**config.mk**
```make
export PLATFORM = sky130hd
export DESIGN_NAME = screen_scanout
export DESIGN_NICKNAME = d
export VERILOG_FILES = /design/src/rtl/screen_scanout.sv
export SDC_FILE = /design/constraint.sdc
export NUM_CORES = 1
export LEC_CHECK = 0
export ABC_AREA = 1
export ABC_CLOCK_PERIOD_IN_PS = 2600
export CAP_MARGIN = 20
export CORE_UTILIZATION = 25
export DETAILED_ROUTE_END_ITERATION = 8
export GPL_TIMING_DRIVEN = 0
export MAX_ROUTING_LAYER = met4
export PLACE_DENSITY = 0.42
export SLEW_MARGIN = 20
export SYNTH_ARGS = -nofsm -noshare
export SYNTH_HDL_FRONTEND = slang
export SYNTH_SLANG_ARGS = --single-unit
```
**constraint.sdc**
```tcl
create_clock -name clk -period 2.6 [get_ports clk]
set_clock_uncertainty 0.1 [all_clocks]
set_input_delay 0.78 -clock clk [delete_from_list [all_inputs] [get_ports clk]]
set_output_delay 0.78 -clock clk [all_outputs]
set_load 0.02 [all_outputs]
```
**src/rtl/screen_scanout.sv**
```systemverilog
// Raster scan-out of the SCREEN RAM region: one fetch per 16 pixels, bit 0 leftmost, one pixel per clock.
// Latency: all video outputs trail the counters by 2 clocks. No back-pressure: rd_data must arrive the cycle after rd_en.
module screen_scanout #(
    parameter int   H_ACTIVE = 512,
    parameter int   H_FRONT  = 16,
    parameter int   H_SYNC   = 96,
    parameter int   H_BACK   = 176,
    parameter int   V_ACTIVE = 256,
    parameter int   V_FRONT  = 122,
    parameter int   V_SYNC   = 2,
    parameter int   V_BACK   = 145,
    parameter logic SYNC_POL = 1'b0
) (
    input  logic        clk,
    input  logic        reset,
    output logic        rd_en,
    output logic [12:0] rd_addr,
    input  logic [15:0] rd_data,
    output logic        pixel,
    output logic        hsync,
    output logic        vsync,
    output logic        de,
    output logic        frame_start
);
    localparam int H_TOTAL = H_ACTIVE + H_FRONT + H_SYNC + H_BACK;
    localparam int V_TOTAL = V_ACTIVE + V_FRONT + V_SYNC + V_BACK;
    localparam int HW = $clog2(H_TOTAL + 1);
    localparam int VW = $clog2(V_TOTAL + 1);

    localparam logic [HW-1:0] H_LAST = HW'(H_TOTAL - 1);
    localparam logic [HW-1:0] H_ACT  = HW'(H_ACTIVE);
    localparam logic [HW-1:0] HS_BEG = HW'(H_ACTIVE + H_FRONT);
    localparam logic [HW-1:0] HS_END = HW'(H_ACTIVE + H_FRONT + H_SYNC);
    localparam logic [VW-1:0] V_LAST = VW'(V_TOTAL - 1);
    localparam logic [VW-1:0] V_ACT  = VW'(V_ACTIVE);
    localparam logic [VW-1:0] VS_BEG = VW'(V_ACTIVE + V_FRONT);
    localparam logic [VW-1:0] VS_END = VW'(V_ACTIVE + V_FRONT + V_SYNC);

    // S0: counters and fetch address
    logic [HW-1:0] hcount_q, hcount_d;
    logic [VW-1:0] vcount_q, vcount_d;
    logic [12:0]   addr_q, fetch_addr;
    logic          act0, hs0, vs0, fs0;

    // S1 / S2 pipeline
    logic          fetch_q, act1_q, hs1_q, vs1_q, fs1_q;
    logic          act2_q, hs2_q, vs2_q, fs2_q;
    logic [15:0]   shreg_q, shreg_d;

    always_comb begin
        hcount_d = hcount_q + 1'b1;
        vcount_d = vcount_q;
        if (hcount_q == H_LAST) begin
            hcount_d = '0;
            vcount_d = (vcount_q == V_LAST) ? '0 : vcount_q + 1'b1;
        end
    end

    assign act0       = (hcount_q < H_ACT) && (vcount_q < V_ACT);
    assign hs0        = ((hcount_q >= HS_BEG) && (hcount_q < HS_END)) ? SYNC_POL : ~SYNC_POL;
    assign vs0        = ((vcount_q >= VS_BEG) && (vcount_q < VS_END)) ? SYNC_POL : ~SYNC_POL;
    assign fs0        = (hcount_q == '0) && (vcount_q == '0);
    assign fetch_addr = 13'((32'(vcount_q) & 32'hFF) * 32 + (32'(hcount_q) >> 4));

    // Reset gates the request so a held reset never issues reads from the parked counters.
    assign rd_en   = act0 && (hcount_q[3:0] == 4'd0) && !reset;
    assign rd_addr = rd_en ? fetch_addr : addr_q;

    // A freshly fetched word replaces whatever is left; otherwise shift toward bit 0.
    assign shreg_d = fetch_q ? rd_data : {1'b0, shreg_q[15:1]};

    always_ff @(posedge clk) begin
        if (reset) begin
            hcount_q <= '0;
            vcount_q <= '0;
            addr_q   <= '0;
            fetch_q  <= 1'b0;
            act1_q   <= 1'b0;
            hs1_q    <= ~SYNC_POL;
            vs1_q    <= ~SYNC_POL;
            fs1_q    <= 1'b0;
            shreg_q  <= '0;
            act2_q   <= 1'b0;
            hs2_q    <= ~SYNC_POL;
            vs2_q    <= ~SYNC_POL;
            fs2_q    <= 1'b0;
        end else begin
            hcount_q <= hcount_d;
            vcount_q <= vcount_d;
            if (rd_en) begin
                addr_q <= fetch_addr;
            end
            fetch_q  <= rd_en;
            act1_q   <= act0;
            hs1_q    <= hs0;
            vs1_q    <= vs0;
            fs1_q    <= fs0;
            shreg_q  <= shreg_d;
            act2_q   <= act1_q;
            hs2_q    <= hs1_q;
            vs2_q    <= vs1_q;
            fs2_q    <= fs1_q;
        end
    end

    assign pixel       = shreg_q[0] & act2_q;
    assign de          = act2_q;
    assign hsync       = hs2_q;
    assign vsync       = vs2_q;
    assign frame_start = fs2_q;

endmodule

```
Word level (Yosys, flattened, before mapping)
Cells that the tools add are included.

Flip-flop bits (word level): 58. Word-level logic and storage cells: 44.

Add/sub/neg operators: 3. Order comparisons: 6. Equal/unequal tests: 2. Muxes and demuxes: 5. Bitwise gates (word level): 2. Reductions and logical operators: 12.

Operators by type and width (count): $add A10 B1 Y10 const B (2); $eq A10 B10 Y1 const B (2); $logic_not A10 Y1 (2); $lt A10 B10 Y1 const B (2); $lt A10 B9 Y1 const B (2); $mux W15 (1); $add A13 B6 Y13 (1); $mux W13 (1); $ge A10 B10 Y1 const B (1); $ge A10 B9 Y1 const B (1); $mux W10 (1); $logic_and A1 B1 Y1 (6); $logic_not A4 Y1 (1); $reduce_or A2 Y1 (2); $mux W1 (2); $and A1 B1 Y1 (1); $logic_not A1 Y1 (1); $not A1 Y1 (1).

Logic depth before layout (Yosys ltp)
Depth after elaboration: 5. Mapped depth: 10. Depth with buffers taken out: 9.

Least setup slack after synthesis
Ideal clock, no wire load.

Kind: input-to-output. From: input reset. To: output rd_addr[10]. Data arrival time: 1642 ps. Required time: 1720 ps. Slack: 78 ps. Cell stages on the path: 7. Path buffers: 2. Cell sequence: buf_6 -> nor2_4 -> nand3_4 -> nor2_8 -> buf_6 -> nand3_1 -> nand2_1.

Word-level cells in the longest chain between the ends: 3.

RTL lines: from (decl) (RTL line 15) `input logic reset,`; $logic_not A1 Y1 (RTL line 66) `assign rd_en = act0 && (hcount_q[3:0] == 4'd0) && !reset;`; $logic_and A1 B1 Y1 (RTL line 66); via rd_en (RTL line 16) `output logic rd_en,`; $mux W13; to (decl) (RTL line 17) `output logic [12:0] rd_addr,`.

The timed path passes the listed nets, and every way through them passes these cells.

Worst setup path in the final report
From: input reset. To: output rd_addr[11].

Word-level cells in the longest chain between the ends: 3.

RTL lines (RTL line): $logic_not A1 Y1 (66); $logic_and A1 B1 Y1 (66); $mux W13.

No other way between the ends.

==> results_dict.tcl <==
set metrics [dict create \
    cts_h_tree_depth 3 \
    worst_r2r_path_depth 10 \
    vias 2391 \
    worst-r2r-setup-slack_ns 0.89 \
    worstSetupPathType "in2out" \
    timing.critical_path.to_type "output pin" \
    slew_at_the_pin_with_the_worst_max_slew_slack_ns 0.540 \
    grt-ovfl-total 0 \
    largest_delay_share_family_worst_path "simple AND/OR/NAND/NOR gates" \
    critical_path_required_ns 1.72 \
    postRouteAntennaNets 0 \
    drt_first_pass_iters 4 \
    floorplan.initialDensity_pct 25.7 \
    grt_setup_unrepaired "true" \
    area_delta_synth_final_pct 42.7 \
    yosysSeqAreaShare_pct 44.2 \
    dominantRegCellSynth "dfxtp_1" \
    postSynthRegisterBits 58 \
    fp-row-count 37 \
    clkSlewWorstSetupHoldPaths_ns 0.07 \
    min_path_type "reg2reg" \
    vias_in_the_first_global_route 2307 \
    io_buffers 35 \
    failing_checks "setup timing" \
    dpl-instance-area_sq_um 3150 \
    design.final.nets 450 \
    report.final.slew_viol_count 0 \
    r2r_path_end "vcount_q[8]" \
    final.min_clock_period_ns 2.71 \
    gpl.final_weighted_congestion 0.800 \
    violation_count_after_the_first_detailed_route_iteration 98 \
    filler_cell_count 1080 \
    drc 0 \
    routed_wire_length_microns 6620 \
    crit_path_top_delay_cell "nor2_4" \
    asyncSetResetFlopFracSynth_pct 0 \
    clock_tree_from_tritoncts "yes" \
    diodes 0 \
    routed_wire_length_per_instance_microns 11.7 \
    dpl.cell_count 534 \
    max-vdd-ir-drop_v 0.000218 \
    grt_use_total_pct 13.5 \
    cts_made_buffers 9 \
    synth-edff-count 0 \
    slowest_delay_ns 0.19 \
    drt-vias-per-instance 4.22 \
    cap_violations 0 \
    grt_pass1_wl_microns 11200 \
    path_cells "buf_12 -> nor2_4 -> nand3_4 -> buf_12 -> nor2_4 -> or2_4 -> nand2_2 -> inv_2 -> buf_6" \
    mostFrequentLayoutCell "nor2_1" \
    dieWidth_microns 104 \
    timing.final.hold_violations 0 \
    placement.setup.worst_slack_ns -0.642 \
    die_area_sq_um 10900 \
    mappedNetlistArea_sq_um 2630 \
    post_synth.cell_area_avg_sq_um 7.23 \
    worst_slack_ns -0.107 \
    clk-insertion-delay-late_ns 0.34 \
    postLayoutCellArea_sq_um 3740 \
    powerDensity_nw_per_um2 584 \
    synth_cell_type_count 27 \
    clock_sinks 58 \
    leakage_nw 1.60 \
    critical_path_peak_fanout 5 \
    min_delay_path_depth 2 \
    most-common-layout-cells "69 x nor2_1, 56 x nand2_1, 53 x dfxtp_1" \
    worstReg2RegStart "hcount_q[0]" \
    syn-instance-count 363 \
    worst_hold_startpoint "act1_q" \
    final.period_utilization_pct 104 \
    final_layout_size_suffix_gt1_share_pct 26.7 \
    clock_tree.root_cell "clkbuf_8" \
    io_pins 37 \
    whs_endpoint "de" \
    net_count_after_synthesis 387 \
    cp-start-kind "input pin" \
    worst-endpoint-arrival_ns 1.83 \
    cts_buffer_depth 2 \
    die-height_microns 104 \
    outcome "finished with violations" \
    placeableCoreArea_sq_um 10200 \
    setup_viol 7 \
    fmax_mhz 369 \
    slew-limit-headroom_pct 64.0 \
    timing.critical_path.buf_inv 4 \
    grt_antenna_before_repair 0 \
    post_layout_nonfiller_instances 567 \
    post-dp-hpwl_microns 4520 \
    largest_net_degree_at_the_start_of_global_routing 13 \
    synth-warning-count 0 \
]
-- final cells by class --
cell class	count	area, sq um	share of cell area (%)
Multi-Input combinational cell	257	1430	38.1
Clock buffer	9	124	3.31
Sequential cell	58	1170	31.2
Inverter	40	150	4.01
Tap cell	136	170	4.54
Clock inverter	7	103	2.74
Timing Repair Buffer	51	529	14.1
Buffer	9	72.6	1.94
-- cells by family (layout without fill, tap and decap cells) --
| group | count (synthesis) | after routing | synth area share [%] |
|---|---|---|---|
| simple gates | 207 | 208 | 36.2 |
| flops | 58 | 58 | 44.2 |
| buf+inv | 49 | 116 | 8.01 |
| compound gates | 41 | 41 | 8.01 |
| fa+ha+maj | 6 | 6 | 2.86 |
| xor+xnor | 2 | 2 | 0.667 |
-- worst min-delay path: cells and delay by family, from the launching register on --
family                 cells  cell delay [ns]
and+or+nand+nor            1             0.03
buffers and inverters      1             0.04
DFF                        1             0.30
-- worst max path at each step --
| stage | start | to | cells after the start |
|---|---|---|---|
| 2_1_floorplan | reset | rd_addr[10] | 7 |
| 3_3_place_gp | reset | rd_addr[10] | 8 |
| 3_5_place_dp | reset | rd_addr[10] | 8 |
| 4_1_cts | reset | rd_addr[10] | 9 |
| 5_1_grt | reset | rd_addr[11] | 9 |
| 6_report | reset | rd_addr[11] | 9 |
-- repair_timing --
action,in CTS,in global routing
buffers inserted,16,0
gates cloned,2,0
endpoints found under the setup margin,14,14
pin swaps,14,11
hold buffers,0,0
resized for setup,110,39
hold endpoints to repair,0,0
-- synthesized netlist by cell type (2+ instances only) --
master | number | area share, %
o21ai_0 | 22 | 4.2
nand3_1 | 27 | 5.1
ha_1 | 6 | 2.9
nand2_2 | 8 | 1.9
nor3_1 | 5 | 0.95
o21ai_1 | 4 | 0.76
dfxtp_1 | 58 | 44
nor2_1 | 71 | 10
buf_6 | 3 | 1.3
nor2_2 | 5 | 1.2
nor2_4 | 5 | 2.1
nand4_1 | 4 | 0.95
clkbuf_1 | 5 | 0.72
or2_2 | 4 | 0.95
inv_1 | 39 | 5.6
nand2_1 | 73 | 10
a21oi_1 | 13 | 2.5
xor2_1 | 2 | 0.67
-- stage by stage --
step	TNS [ns]	utilization, %	total power [mW]	hold slack, ns
2_1_floorplan	0	-	1.08	0.288
3_3_place_gp	-6.90	30.7	1.17	0.296
3_5_place_dp	-6.88	30.7	1.17	0.298
4_1_cts	-1.14	35.6	2.20	0.309
5_1_grt	-1.15	36.6	2.29	0.322
6_report	-0.520	36.6	2.19	0.303
-- power breakdown --
group          switching (mW)  internal [mW]
logic                   0.152          0.149
clock network           0.398          0.547
registers              0.0149          0.927
-- state kept, by name, indices dropped and copies added, names as in the netlist, 10 cells and up --
signal,flops
hcount_q,10
addr_q,13
shreg_q,16
vcount_q,10
-- metal layers --
| layer | GRT usage [%] | share of wire, % |
|---|---|---|
| met1 | 16.8 | 50 |
| met2 | 21.0 | 46 |
| met3 | 3.20 | 3.2 |
| met4 | 5.20 | 0.92 |
| met5 | - | 0 |
Power figures use the tool's default switching activity.
